`src/rtl/clock_ctrl_if.sv`:
```
// clock_ctrl_if: raw pushbutton/switch inputs and tick/mode outputs of clock_ctrl
interface clock_ctrl_if;
  logic btn_pause;
  logic sw_adjust;
  logic sw_sel;
  logic tick_1hz;
  logic tick_2hz;
  logic tick_active;
  logic count_enable;
  logic use_2hz;
  logic sel_minutes;
  logic sel_seconds;
  modport master (
    output btn_pause, sw_adjust, sw_sel,
    input  tick_1hz, tick_2hz, tick_active, count_enable, use_2hz, sel_minutes, sel_seconds
  );
  modport slave (
    input  btn_pause, sw_adjust, sw_sel,
    output tick_1hz, tick_2hz, tick_active, count_enable, use_2hz, sel_minutes, sel_seconds
  );
endinterface

```
`src/rtl/clock_ctrl.sv`:
```
// clock_ctrl: 2 Hz / 1 Hz tick divider, pause toggle FSM and adjust-mode selection.
// Define CLOCK_CTRL_DEBOUNCE_EN to debounce btn_pause over DEBOUNCE_CYCLES samples.
module clock_ctrl #(
  parameter int CLK_HZ          = 100_000_000,
  parameter int DEBOUNCE_CYCLES = 1_000_000
) (
  input logic          clk,
  input logic          rst_n,
  clock_ctrl_if.slave  bus
);
  localparam int HALF = CLK_HZ / 2;
  localparam int CW   = $clog2(HALF);

  if (CLK_HZ < 4 || CLK_HZ % 2 != 0 || DEBOUNCE_CYCLES < 2) begin : g_bad_params
    $error("clock_ctrl: CLK_HZ must be even and >= 4, DEBOUNCE_CYCLES >= 2");
  end

  typedef enum logic {RUN, PAUSED} state_e;

  logic [2:0]    sync1_q, sync2_q;
  logic [CW-1:0] div_q, div_d;
  logic          wrap;
  logic          phase_q, tick2_q, tick1_q, tick_act_q;
  logic          use2hz_q, sel_min_q, sel_sec_q;
  logic          lvl, prev_q, press;
  state_e        state_q, state_d;

  // two-flop synchronizers for {btn_pause, sw_adjust, sw_sel}
  always_ff @(posedge clk) begin
    if (!rst_n) begin
      sync1_q <= '0;
      sync2_q <= '0;
    end else begin
      sync1_q <= {bus.btn_pause, bus.sw_adjust, bus.sw_sel};
      sync2_q <= sync1_q;
    end
  end

  assign wrap  = div_q == CW'(HALF - 1);
  assign div_d = wrap ? '0 : div_q + CW'(1);

  // free-running divider, phase flop and registered tick/mode outputs
  always_ff @(posedge clk) begin
    if (!rst_n) begin
      div_q      <= '0;
      phase_q    <= 1'b0;
      tick2_q    <= 1'b0;
      tick1_q    <= 1'b0;
      tick_act_q <= 1'b0;
      use2hz_q   <= 1'b0;
      sel_min_q  <= 1'b0;
      sel_sec_q  <= 1'b0;
    end else begin
      div_q      <= div_d;
      phase_q    <= phase_q ^ wrap;
      tick2_q    <= wrap;
      tick1_q    <= wrap & phase_q;
      tick_act_q <= wrap & (use2hz_q | phase_q);
      use2hz_q   <= sync2_q[1];
      sel_min_q  <= sync2_q[1] & ~sync2_q[0];
      sel_sec_q  <= sync2_q[1] & sync2_q[0];
    end
  end

`ifdef CLOCK_CTRL_DEBOUNCE_EN
  localparam int DW = $clog2(DEBOUNCE_CYCLES);
  logic [DW-1:0] deb_q, deb_d;
  logic          lvl_q, lvl_d;

  // count consecutive samples differing from the accepted level; accept on the last one
  always_comb begin
    deb_d = '0;
    lvl_d = lvl_q;
    if (sync2_q[2] != lvl_q) begin
      if (deb_q == DW'(DEBOUNCE_CYCLES - 1)) lvl_d = sync2_q[2];
      else deb_d = deb_q + DW'(1);
    end
  end

  // debounce counter and accepted button level
  always_ff @(posedge clk) begin
    if (!rst_n) begin
      deb_q <= '0;
      lvl_q <= 1'b0;
    end else begin
      deb_q <= deb_d;
      lvl_q <= lvl_d;
    end
  end

  assign lvl = lvl_q;
`else
  assign lvl = sync2_q[2];
`endif

  // previous button level for rising-edge press detection
  always_ff @(posedge clk) begin
    if (!rst_n) prev_q <= 1'b0;
    else prev_q <= lvl;
  end

  assign press = lvl & ~prev_q;

  // pause FSM state register
  always_ff @(posedge clk) begin
    if (!rst_n) state_q <= RUN;
    else state_q <= state_d;
  end

  // each press toggles between RUN and PAUSED
  always_comb begin
    state_d = state_q;
    if (press) state_d = (state_q == RUN) ? PAUSED : RUN;
  end

  assign bus.tick_1hz     = tick1_q;
  assign bus.tick_2hz     = tick2_q;
  assign bus.tick_active  = tick_act_q;
  assign bus.count_enable = state_q == RUN;
  assign bus.use_2hz      = use2hz_q;
  assign bus.sel_minutes  = sel_min_q;
  assign bus.sel_seconds  = sel_sec_q;
endmodule
```
`src/flat_wrapper.sv`:
```
// flat-port wrapper written by rule: the top's interface ports become plain ports
module clock_ctrl_flat 
#(
  parameter int CLK_HZ          = 100_000_000,
  parameter int DEBOUNCE_CYCLES = 1_000_000
)
  (clk, rst_n, bus_btn_pause, bus_sw_adjust, bus_sw_sel, bus_tick_1hz, bus_tick_2hz, bus_tick_active, bus_count_enable, bus_use_2hz, bus_sel_minutes, bus_sel_seconds);
  clock_ctrl_if bus_i ();
  input logic clk;
  input logic rst_n;
  input wire logic [$bits(bus_i.btn_pause)-1:0] bus_btn_pause;
  input wire logic [$bits(bus_i.sw_adjust)-1:0] bus_sw_adjust;
  input wire logic [$bits(bus_i.sw_sel)-1:0] bus_sw_sel;
  output wire logic [$bits(bus_i.tick_1hz)-1:0] bus_tick_1hz;
  output wire logic [$bits(bus_i.tick_2hz)-1:0] bus_tick_2hz;
  output wire logic [$bits(bus_i.tick_active)-1:0] bus_tick_active;
  output wire logic [$bits(bus_i.count_enable)-1:0] bus_count_enable;
  output wire logic [$bits(bus_i.use_2hz)-1:0] bus_use_2hz;
  output wire logic [$bits(bus_i.sel_minutes)-1:0] bus_sel_minutes;
  output wire logic [$bits(bus_i.sel_seconds)-1:0] bus_sel_seconds;
  assign bus_i.btn_pause = bus_btn_pause;
  assign bus_i.sw_adjust = bus_sw_adjust;
  assign bus_i.sw_sel = bus_sw_sel;
  assign bus_tick_1hz = bus_i.tick_1hz;
  assign bus_tick_2hz = bus_i.tick_2hz;
  assign bus_tick_active = bus_i.tick_active;
  assign bus_count_enable = bus_i.count_enable;
  assign bus_use_2hz = bus_i.use_2hz;
  assign bus_sel_minutes = bus_i.sel_minutes;
  assign bus_sel_seconds = bus_i.sel_seconds;
  clock_ctrl #(.CLK_HZ(CLK_HZ), .DEBOUNCE_CYCLES(DEBOUNCE_CYCLES)) u_core (.clk(clk), .rst_n(rst_n), .bus(bus_i));
endmodule
```
`config.mk`:
```
export PLATFORM = sky130hd
export DESIGN_NAME = clock_ctrl_flat
export DESIGN_NICKNAME = d
export VERILOG_FILES = /design/src/rtl/clock_ctrl_if.sv /design/src/rtl/clock_ctrl.sv /design/src/flat_wrapper.sv
export SDC_FILE = /design/constraint.sdc
export NUM_CORES = 1
export LEC_CHECK = 0
export ABC_AREA = 1
export BUFFER_PORTS_ARGS = -buffer_cell sky130_fd_sc_hd__buf_4
export CORE_ASPECT_RATIO = 2
export CORE_MARGIN = 2
export CORE_UTILIZATION = 40
export CTS_CLUSTER_DIAMETER = 200
export CTS_CLUSTER_SIZE = 8
export DETAILED_ROUTE_END_ITERATION = 10
export GPL_TIMING_DRIVEN = 1
export PLACE_DENSITY = 0.55
export SLEW_MARGIN = 20
export SYNTH_ARGS = -nofsm -noshare
export SYNTH_HDL_FRONTEND = slang
export SYNTH_SLANG_ARGS = --single-unit
```
`constraint.sdc`:
```
create_clock -name clk -period 2.5 [get_ports clk]
set_input_delay 0.25 -clock clk [delete_from_list [all_inputs] [get_ports clk]]
set_output_delay 0.25 -clock clk [all_outputs]
set_load 0.1 [all_outputs]
```
**Word level (Yosys, flattened, before mapping)**

Index checks and enable logic that the tools add are counted.

- Add/subtract/negate cells: 1
- Equal/unequal tests: 1
- Muxes and demuxes: 1
- Bitwise gates (word level): 11
- Reductions and logical operators: 1

Operators with widths:

| cell | count |
|---|---|
| 26-bit by 1-bit adder with 26-bit output, second input constant | 1 |
| 26-bit == test, second input constant | 1 |
| 1-bit AND | 5 |
| 1-bit NOT | 4 |
| 2-bit OR reduction | 1 |
| 1-bit 2-to-1 mux | 1 |
| 1-bit OR | 1 |
| 1-bit bitwise XOR | 1 |

- Register bits after elaboration: 41
- Bits of input ports: 5
- Logic and storage cells: 27

**Depth between registers and ports, before layout**

Gate-level depths: netlist (run 1).

- Word-level depth: 2
- Depth in mapped cells: 10

**Worst setup path after synthesis (run 1)**

No wires, ideal clock.

- Kind: register to register
- From: register u_core.div_q[0]
- To: register u_core.phase_q
- Setup time: 0.110 ns
- Arrival: 1.337 ns
- Data required time: 2.390 ns
- Path slack: 1.053 ns
- Stages on the path, launching flop included: 11
- Cells stage by stage: dfxtp_1 ha_1 nand2_2 nor2_4 nand2_4 nor2_1 nand2_1 inv_1 ha_1 nand2_1 inv_1

- Word-level cells in the longest chain between the ends: 2

Ends and longest elaborated chain:

| element | line | RTL |
|---|---|---|
| start: declaration | clock_ctrl.sv:21 | `logic [CW-1:0] div_q, div_d;` |
| start signal: assignment | clock_ctrl.sv:54 | `div_q <= div_d;` |
| 26-bit == test | clock_ctrl.sv:39 | `assign wrap = div_q == CW'(HALF - 1);` |
| net u_core.wrap | clock_ctrl.sv:22 | `logic wrap;` |
| 1-bit bitwise XOR | clock_ctrl.sv:55 | `phase_q <= phase_q ^ wrap;` |
| end signal: assignment | clock_ctrl.sv:55 |  |
| end: declaration | clock_ctrl.sv:23 | `logic phase_q, tick2_q, tick1_q, tick_act_q;` |

The timed path passes the listed nets, and every way through them passes these cells.
A chain may end at the register's enable or synchronous reset.

**Final worst setup path (run 1)**

Ends and elaborated chain as after synthesis.

==> results of run 1 <==
## where the power goes
group	total, mW	internal (mW)	leakage (nW)	switching (mW)
clock network	0.539	0.299	0.0543	0.240
registers	0.668	0.663	0.332	0.00492
logic	0.0467	0.0144	0.501	0.0323
## synth_stat cells
master / n
dfxtp_1: 41
nand4_1: 3
nand3_2: 1
nand2_1: 67
nand2_2: 2
a21oi_1: 7
xnor2_1: 9
nand2_4: 2
nand3_1: 15
nor2_2: 3
clkbuf_1: 1
buf_6: 2
and2_1: 1
nor2_1: 56
or2_0: 2
ha_1: 2
inv_1: 37
o21ai_0: 1
nor2_4: 3
xor2_1: 3
nor3_1: 2
## per-stage QoR
| step | area (µm²) | util | hold WS, ns | instances | power (mW) |
|---|---|---|---|---|---|
| global placement | 1960 | 0.448 | 0.394 | 322 | 0.732 |
| floorplan | 1840 | - | 0.348 | 260 | 0.720 |
| CTS | 2080 | 0.474 | 0.124 | 330 | 1.27 |
| detailed placement | 1960 | 0.448 | 0.401 | 322 | 0.732 |
| finish | 2080 | 0.474 | 0.132 | 330 | 1.25 |
| global route | 2080 | 0.474 | 0.131 | 330 | 1.30 |
## registers in the layout, summed over array words and instances, names as in the netlist
signal	count
u_core.bus.tick_active	1
u_core.sync1_q	3
u_core.bus.sel_minutes	1
u_core.div_q	26
u_core.sync2_q	3
u_core.bus.tick_1hz	1
u_core.prev_q	1
u_core.bus.use_2hz	1
u_core.bus.sel_seconds	1
u_core.bus.tick_2hz	1
u_core.state_q	1
u_core.phase_q	1
## cells by family after synthesis
family | Yosys count | synth area share
AO/OA/AOI/OAI | 8 | 0.0218
flip-flops | 41 | 0.447
buffers and inverters | 40 | 0.0899
AND/OR/NAND/NOR | 157 | 0.371
adder cells (fa/ha/maj) | 2 | 0.0136
XOR/XNOR | 12 | 0.0572
## cell type report
| cell class | instances | area (µm²) | share of cell area |
|---|---|---|---|
| inverters | 37 | 139 | 0.0669 |
| clock buffers | 5 | 68.8 | 0.0331 |
| multi-input cells | 179 | 852 | 0.410 |
| well taps | 54 | 67.6 | 0.0325 |
| clock inverters | 3 | 46.3 | 0.0223 |
| flip-flops and latches | 41 | 821 | 0.395 |
| repair buffers | 11 | 82.6 | 0.0398 |
## layer usage
layer  track usage  up-vias
met2         0.334       21
met1         0.167      680
li1              -      810
met4         0.107        0
met3        0.0342       12
met5             0        -
## worst min-delay path, stage by stage
cell	delay (ns)
buf_4	0.07
nand2_1	0.04
inv_1	0.04
## final timing paths
path,to,slack [ns],cells past startpoint
min reg2reg,u_core.bus.sel_minutes,0.41,1
max reg2reg,u_core.phase_q,0.93,10
max,u_core.phase_q,0.93,10
min,u_core.sync1_q[2],0.13,3
==> qor.yml, run 1 <==
critPathArrivalTime_ns: 1.77
min_period_ns: 1.57
vias: 1523
io_buffers: 11
r2r_start: "u_core.div_q[0]"
drc_errors: 0
crit_fanout: 4
gp_congestion: 0.864
gr-total-overflow: 0
slowest_stage: "dfxtp_1"
syn_nets: 267
cp_cell_sequence: "ha_1, nand2_2, nor2_4, nand2_4, nor2_1, nand2_1, inv_1, ha_1, nand2_1, inv_1"
final_common_cell: "nand2_1"
skew_ns: 0.00777
htree_levels: 2
cts_inserted_buffers: 5
antenna_left: 0
timing.final.crit_share: 0.627
wl_mm: 3.81
track_usage: 0.178
ctsResizeCount: 0
start_util: 0.419
maxSlewHeadroom: 0.813
die_y_um: 99.9
finalSetupTns_ns: 0
diodes: 0
max_cap_viol_count: 0
antenna_found_initial: 0
yosys_warnings: 0
cts_sinks: 41
path_delay_family: "simple AND/OR/NAND/NOR gates"
postCtsSetupBuffers: 0
clock.fmax_ghz: 0.638
vias_per_cell: 4.62
syn_inst: 260
path_buf_inv: 2
worstSetupPathType: "reg -> reg"
p_leak_nw: 0.888
hold_path.startpoint: "bus_btn_pause"
yosysUniqueCellTypes: 21
final_max_slew_viol_count: 0
fin_ws_ns: 0.932
die-area_um2: 5190
cts_tree: "yes"
dr.pass1.iters: 4
yosys_register_bits: 41
drtIter0Drc: 42
synth_top_area_frac: 0.447
max_stage_delay_ns: 0.36
critPathLaunch: "u_core.div_q[0]"
rsz0062_at_grt: "false"
ios: 12
area_growth_pct: 13.0
post-place-ws_ns: 0.919
clkLatencyLatePin_ns: 0.29
path_clk_slew_ns: 0.08
syn-cell-area_um2: 1840
drive_above_1_share: 0.109
yosys.area.top_type: "dfxtp_1"
avgSynthCellArea_um2: 7.07
cp.required_ns: 2.70
cts_buffer_depth: 2
postCtsHoldBufs: 0
max_slew.worst_pin.slew_ns: 0.283
fillerInstances: 484
wl_per_cell_um: 11.5
vdd_ir_drop_max_v: 0.000582
dp_hpwl_mm: 3.03
cp-start-kind: "register"
top_layer: "met4"
setup_viol: 0
layout_common_cells: "nand2_1, nor2_1, dfxtp_1"
grt_pass1_wl_mm: 6.80
synth_seq_area_share: 0.447
die_w_um: 51.9
synthTopCellsByArea: "dfxtp_1, nand2_1, nor2_1, inv_1, xnor2_1"
floorplan.rows: 34
first_global_vias: 1530
holdCritPathClass: "in -> reg"
wl_met1_mm: 1.36
status: "complete, no violations"
hold_violations: 0
end_kind: "register"
dr_wl_met2_mm: 2.21
cts-root-buf: "clkbuf_8"
route.met3.wl_um: 79
core_um2: 4380
cellPowerDensity_nw_per_um2: 604
grt_max_degree: 25
nNetsFinal: 282
(Power assumes the default switching activity.)
==> run 2: changes to the inputs <==
--- a/config.mk
+++ b/config.mk
@@ -14,7 +14,7 @@
 export CTS_CLUSTER_SIZE = 8
 export DETAILED_ROUTE_END_ITERATION = 10
 export GPL_TIMING_DRIVEN = 1
-export PLACE_DENSITY = 0.55
+export PLACE_DENSITY = 0.57
 export SLEW_MARGIN = 20
 export SYNTH_ARGS = -nofsm -noshare
 export SYNTH_HDL_FRONTEND = slang
==> constraint.sdc (replaced) <==
create_clock -name clk -period 1.3 [get_ports clk]
set_input_delay 0.13 -clock clk [delete_from_list [all_inputs] [get_ports clk]]
set_output_delay 0.13 -clock clk [all_outputs]
set_load 0.1 [all_outputs]
==> run 2 against run 1 <==
Effect of this change: sequential cell count unchanged; the flow now finishes with violations (negative setup slack); highest routed layer unchanged; utilization increased by 8.6 points; clock skew decreased by 0.0030 ns; worst setup slack got worse by 1.0 ns; total power increased by 97%; wire length increased by 10%.
==> qor.yml, run 2 (synthesis results as in run 1) <==
drive_above_1_share: 0.265  # +0.156
rsz0062_at_grt: "true"
grt_max_degree: 18  # -28%
wl_mm: 4.19  # +10%
timing.final.crit_share: 1.06  # +0.434
postCtsHoldBufs: 0  # unchanged
min_period_ns: 1.38  # -0.188 ns
wl_per_cell_um: 11.4  # -0.96%
area_growth_pct: 33.5
vdd_ir_drop_max_v: 0.000759  # +30%
p_leak_nw: 1.09  # +23%
largest_register: "u_core.div_q"
end_kind: "register"
post-place-ws_ns: -0.106  # -1.02 ns
fin_ws_ns: -0.0800  # -1.01 ns
maxSlewHeadroom: 0.815  # +0.00228
gp_congestion: 0.840  # -2.9%
cts_tree: "yes"
holdCritPathClass: "in -> reg"
grt_pass1_wl_mm: 7.10  # +4.5%
largest_reg_flops: 26  # unchanged
violations: "negative setup slack"
rr_worst_depth: 9  # -1
largestRegisters: "u_core.div_q: 26 flops, u_core.sync1_q: 3 flops, u_core.sync2_q: 3 flops"
floorplan.rows: 34  # unchanged
crit_fanout: 17  # +13
place_inst: 357  # +11%
hold_violations: 0  # unchanged
antenna_left: 0  # unchanged
fin_util: 0.560  # +0.0860
total_power_mw: 2.48  # +97%
cp.required_ns: 1.49  # -1.21 ns
r2r_slack_ns: -0.08  # -1.01 ns
htree_levels: 2  # unchanged
status: "complete, but fails checks"
finalSetupTns_ns: -1.72  # -1.72 ns
die_w_um: 51.9  # unchanged
cts_inserted_buffers: 5  # unchanged
skew_ns: 0.00474  # -0.00303 ns
vias_per_cell: 4.58  # -0.81%
ios: 12  # unchanged
io_buffers: 11  # unchanged
min_to: "u_core.sync1_q[0]"
max_stage_delay_ns: 0.36  # about the same
cts_buffer_depth: 2  # unchanged
clkLatencyLatePin_ns: 0.29  # about the same
cp_cell_sequence: "ha_4, nand2_2, nor2_4, nand2_4, nor2_2, nand3_2, nand2_4, buf_12, nor2_1"
hold_path.startpoint: "bus_sw_sel"
die-area_um2: 5190  # unchanged
setup_viol: 27  # +27
worstSetupPathType: "reg -> reg"
drtIter0Drc: 31  # -26%
first_global_vias: 1631  # +6.6%
start_util: 0.419  # unchanged
cts_sinks: 41  # unchanged
die_y_um: 99.9  # unchanged
max_cap_viol_count: 0  # unchanged
track_usage: 0.184  # +0.00566
fin_cells: 367  # +11%
cts-root-buf: "clkbuf_8"
clock.fmax_ghz: 0.725  # +14%
path_delay_family: "simple AND/OR/NAND/NOR gates"
antenna_found_initial: 0  # unchanged
path_clk_slew_ns: 0.08  # about the same
final_max_slew_viol_count: 0  # unchanged
r2r_start: "u_core.div_q[1]"
path_buf_inv: 1  # -1
critPathArrivalTime_ns: 1.57  # -0.20 ns
worstHoldPathCells: 3  # unchanged
diodes: 0  # unchanged
dp_hpwl_mm: 3.30  # +9.1%
timing.rr.end: "u_core.div_q[18]"
vias: 1680  # +10%
nNetsFinal: 319  # +13%
final_common_cell: "nand2_1"
max_slew.worst_pin.slew_ns: 0.279  # -0.00344 ns
gr-total-overflow: 0  # unchanged
drc_errors: 0  # unchanged
layout_common_cells: "nand2_1, nor2_1, buf_4"
cp-start-kind: "register"
cellPowerDensity_nw_per_um2: 1010  # +67%
crit_top_cell: "nand2_4"
dr.pass1.iters: 4  # unchanged
slowest_stage: "dfxtp_2"
core_um2: 4380  # unchanged
-- run 2: timing repair --
item	in CTS	in global routing
setup endpoints to repair	28	30
buffers inserted	1	1
pin swaps	3	8
gates resized for setup	8	12
-- run 2: worst max-delay path by stage --
stage               cells after the start               end  slack [ns]       startpoint
global placement                        7  u_core.div_q[19]       -0.08  u_core.div_q[2]
floorplan                              10    u_core.phase_q       -0.08  u_core.div_q[1]
CTS                                    10    u_core.phase_q       -0.08  u_core.div_q[1]
global route                            9  u_core.div_q[18]       -0.17  u_core.div_q[1]
detailed placement                     10  u_core.div_q[24]       -0.11  u_core.div_q[0]
finish                                  9  u_core.div_q[18]       -0.08  u_core.div_q[1]
-- run 2: tightest hold or removal path: stages --
cell and delay (ns):
buf_4 0.08, nand2_1 0.04, inv_1 0.04
-- run 2: final cells by class --
cell class / instances / area [µm²]
Multi-Input combinational cell: 179 / 923
Inverter: 37 / 139
Clock buffer: 6 / 82.6
Timing Repair Buffer: 48 / 380
Clock inverter: 2 / 37.5
Fill cell: 422 / 1930
Tap cell: 54 / 67.6
Sequential cell: 41 / 823
-- run 2: power by group --
group          leakage [nW]  internal [mW]  switching [mW]
clock                0.0574          0.624           0.452
combinational         0.698         0.0437          0.0673
sequential            0.333           1.28          0.0119
-- run 2: layer usage --
metal | up-vias | track usage | part of all wire
li1 | 883 | - | -
met1 | 761 | 0.175 | 0.35
met2 | 26 | 0.362 | 0.59
met3 | 10 | 0.0223 | 0.019
met4 | 0 | 0.0870 | 0.037
met5 | - | 0 | 0
-- run 2: stage by stage --
step / instance area [µm²] / hold slack [ns]
finish: 2450 / 0.0187
global route: 2450 / 0.0218
CTS: 2400 / 0.0200
detailed placement: 2250 / 0.324
global placement: 2250 / 0.312
floorplan: 1850 / 0.228
==> run 3: changes to the inputs <==
--- a/config.mk
+++ b/config.mk
@@ -14,7 +14,7 @@
 export CTS_CLUSTER_SIZE = 8
 export DETAILED_ROUTE_END_ITERATION = 10
 export GPL_TIMING_DRIVEN = 1
-export PLACE_DENSITY = 0.57
+export PLACE_DENSITY = 0.55
 export SLEW_MARGIN = 20
 export SYNTH_ARGS = -nofsm -noshare
 export SYNTH_HDL_FRONTEND = slang
==> constraint.sdc (replaced) <==
create_clock -name clk -period 1.7 [get_ports clk]
set_input_delay 0.17 -clock clk [delete_from_list [all_inputs] [get_ports clk]]
set_output_delay 0.17 -clock clk [all_outputs]
set_load 0.1 [all_outputs]
==> run 3 against run 2 <==
Effect of this change: non-clock buffer count fell by 33; sequential share of layout area grew 5.9 points; fmax down 10%; first-iteration DRC count grew 23%; the run now ends clean; critical path depth rose by 1; clock skew about the same; sequential cell count did not move; utilization is 8.5 points lower; global-route usage is 0.22 points higher; highest routed layer unchanged.
==> qor.yml, run 3 (synthesis results as in run 1) <==
vdd_ir_drop_max_v: 0.000547  # -28%
gr-total-overflow: 0  # unchanged
postCtsHoldBufs: 0  # unchanged
clkLatencyLatePin_ns: 0.29  # about the same
skew_ns: 0.00433  # -0.000409 ns
post-place-ws_ns: 0.108  # +0.214 ns
path_clk_slew_ns: 0.08  # about the same
maxSlewHeadroom: 0.813  # -0.00273
finalSetupTns_ns: 0  # +1.72 ns
grt_max_degree: 25  # +7
die-area_um2: 5190  # unchanged
cp.required_ns: 1.90  # +0.41 ns
largest_register: "u_core.div_q"
sequentialPowerShare: 0.586  # +0.066
vias_per_cell: 4.66  # +1.8%
final_common_cell: "nand2_1"
antenna_found_initial: 0  # unchanged
cts_buffer_depth: 2  # unchanged
dp_hpwl_mm: 3.10  # -6.1%
hold_violations: 0  # unchanged
core_um2: 4380  # unchanged
combinationalPowerShare: 0.041  # -0.004
cts_tree: "yes"
critPathArrivalTime_ns: 1.74  # +0.17 ns
worstHoldPathCells: 3  # unchanged
die_y_um: 99.9  # unchanged
timing.final.crit_share: 0.906  # -0.156
final_max_slew_viol_count: 0  # unchanged
track_usage: 0.186  # +0.00221
power_switching_mw: 0.397  # -25%
antenna_left: 0  # unchanged
rr_worst_depth: 10  # +1
cts_sinks: 41  # unchanged
largestRegisters: "u_core.div_q: 26 flops, u_core.sync1_q: 3 flops, u_core.sync2_q: 3 flops"
diodes: 0  # unchanged
cellInternalPower_mw: 1.28  # -34%
crit_fanout: 4  # -13
layout_common_cells: "nand2_1, nor2_1, dfxtp_1"
clock.fmax_ghz: 0.650  # -10%
vias: 1556  # -7.4%
floorplan.rows: 34  # unchanged
setup_viol: 0  # -100%
grt_pass1_wl_mm: 7.13  # +0.48%
largest_reg_flops: 26  # unchanged
nNetsFinal: 286  # -10%
status: "complete, no violations"
cellPowerDensity_nw_per_um2: 805  # -20%
io_buffers: 11  # unchanged
cp-start-kind: "register"
max_cap_viol_count: 0  # unchanged
cts_inserted_buffers: 5  # unchanged
die_w_um: 51.9  # unchanged
wl_mm: 3.91  # -6.8%
start_util: 0.419  # unchanged
wl_per_cell_um: 11.7  # +2.4%
first_global_vias: 1521  # -6.7%
min_period_ns: 1.54  # +0.160 ns
worstSetupPathType: "reg -> reg"
place_inst: 325  # -9.0%
gp_congestion: 0.889  # +5.9%
p_leak_nw: 0.897  # -18%
total_power_mw: 1.68  # -32%
area_growth_pct: 13.3
swShare: 0.236  # +0.0220
drtIter0Drc: 38  # +23%
rsz0062_at_grt: "false"
max_slew.worst_pin.slew_ns: 0.283  # +0.00412 ns
fin_ws_ns: 0.160  # +0.240 ns
cts-root-buf: "clkbuf_8"
fin_cells: 334  # -9.0%
htree_levels: 2  # unchanged
holdCritPathClass: "in -> reg"
drive_above_1_share: 0.129  # -0.137
end_kind: "register"
drc_errors: 0  # unchanged
dr.pass1.iters: 4  # unchanged
p_clk_frac: 0.373  # -0.062
ios: 12  # unchanged
==> run 3: changes by cell type in the layout (fill, tap and decap cells not counted), sizes merged <==
| cell | previous run | this run |
|---|---|---|
| buf | 48 | 15 |
| clkinv | 0 | 2 |
| bufinv | 1 | 0 |
| clkbuf | 6 | 5 |
==> run 3: worst paths after layout <==
check,start,end,slack [ns]
worst max-delay path,u_core.div_q[1],u_core.phase_q,0.16
worst min-delay path,bus_sw_sel,u_core.sync1_q[0],0.05
worst max register to register,u_core.div_q[1],u_core.phase_q,0.16
worst min register to register,u_core.sync2_q[0],u_core.bus.sel_minutes,0.41
==> run 3: metrics by stage <==
| stage | hold WS [ns] | area [µm²] | util |
|---|---|---|---|
| 2_1_floorplan | 0.268 | 1840 | - |
| 3_3_place_gp | 0.350 | 1980 | 0.453 |
| 3_5_place_dp | 0.358 | 1980 | 0.453 |
| 4_1_cts | 0.0490 | 2070 | 0.473 |
| 5_1_grt | 0.0481 | 2080 | 0.475 |
| 6_report | 0.0527 | 2080 | 0.475 |
==> run 3: critical path, stage by stage, from the launching register on <==
cell and delay, ns:
dfxtp_1 0.35, ha_2 0.20, nand2_2 0.07, nor2_4 0.14, nand2_4 0.07, nor2_1 0.12
nand2_1 0.11, inv_1 0.07, ha_1 0.21, nand2_1 0.06, inv_1 0.03
==> run 3: final cells by class <==
class / instances / area, µm²
inverter: 37 / 139
clock inverter: 3 / 17.5
multi-input combinational: 179 / 855
timing repair buffer: 15 / 113
tap: 54 / 67.6
clock buffer: 5 / 68.8
sequential: 41 / 822
fill: 478 / 2300
==> run 3: power groups by stage <==
stage | Sequential (mW) | Combinational [mW] | Clock [mW]
floorplan | 1.01 | 0.0447 | 0
global placement | 1.01 | 0.0709 | 0
detailed placement | 1.01 | 0.0705 | 0
CTS | 0.983 | 0.0706 | 0.650
global route | 0.986 | 0.0777 | 0.682
finish | 0.983 | 0.0688 | 0.625
==> run 3: metal layers <==
metal | wire, µm | global-route usage | up-vias
li1 | - | - | 821
met1 | 1350 | 0.196 | 691
met2 | 2250 | 0.325 | 28
met3 | 108 | 0.0372 | 16
met4 | 207 | 0.113 | 0
met5 | 0 | 0 | -
==> run 3: timing repair <==
| item | CTS | global route |
|---|---|---|
| setup buffers | 0 | 1 |
| resized for setup | 0 | 2 |
| setup endpoints to repair | 0 | 10 |
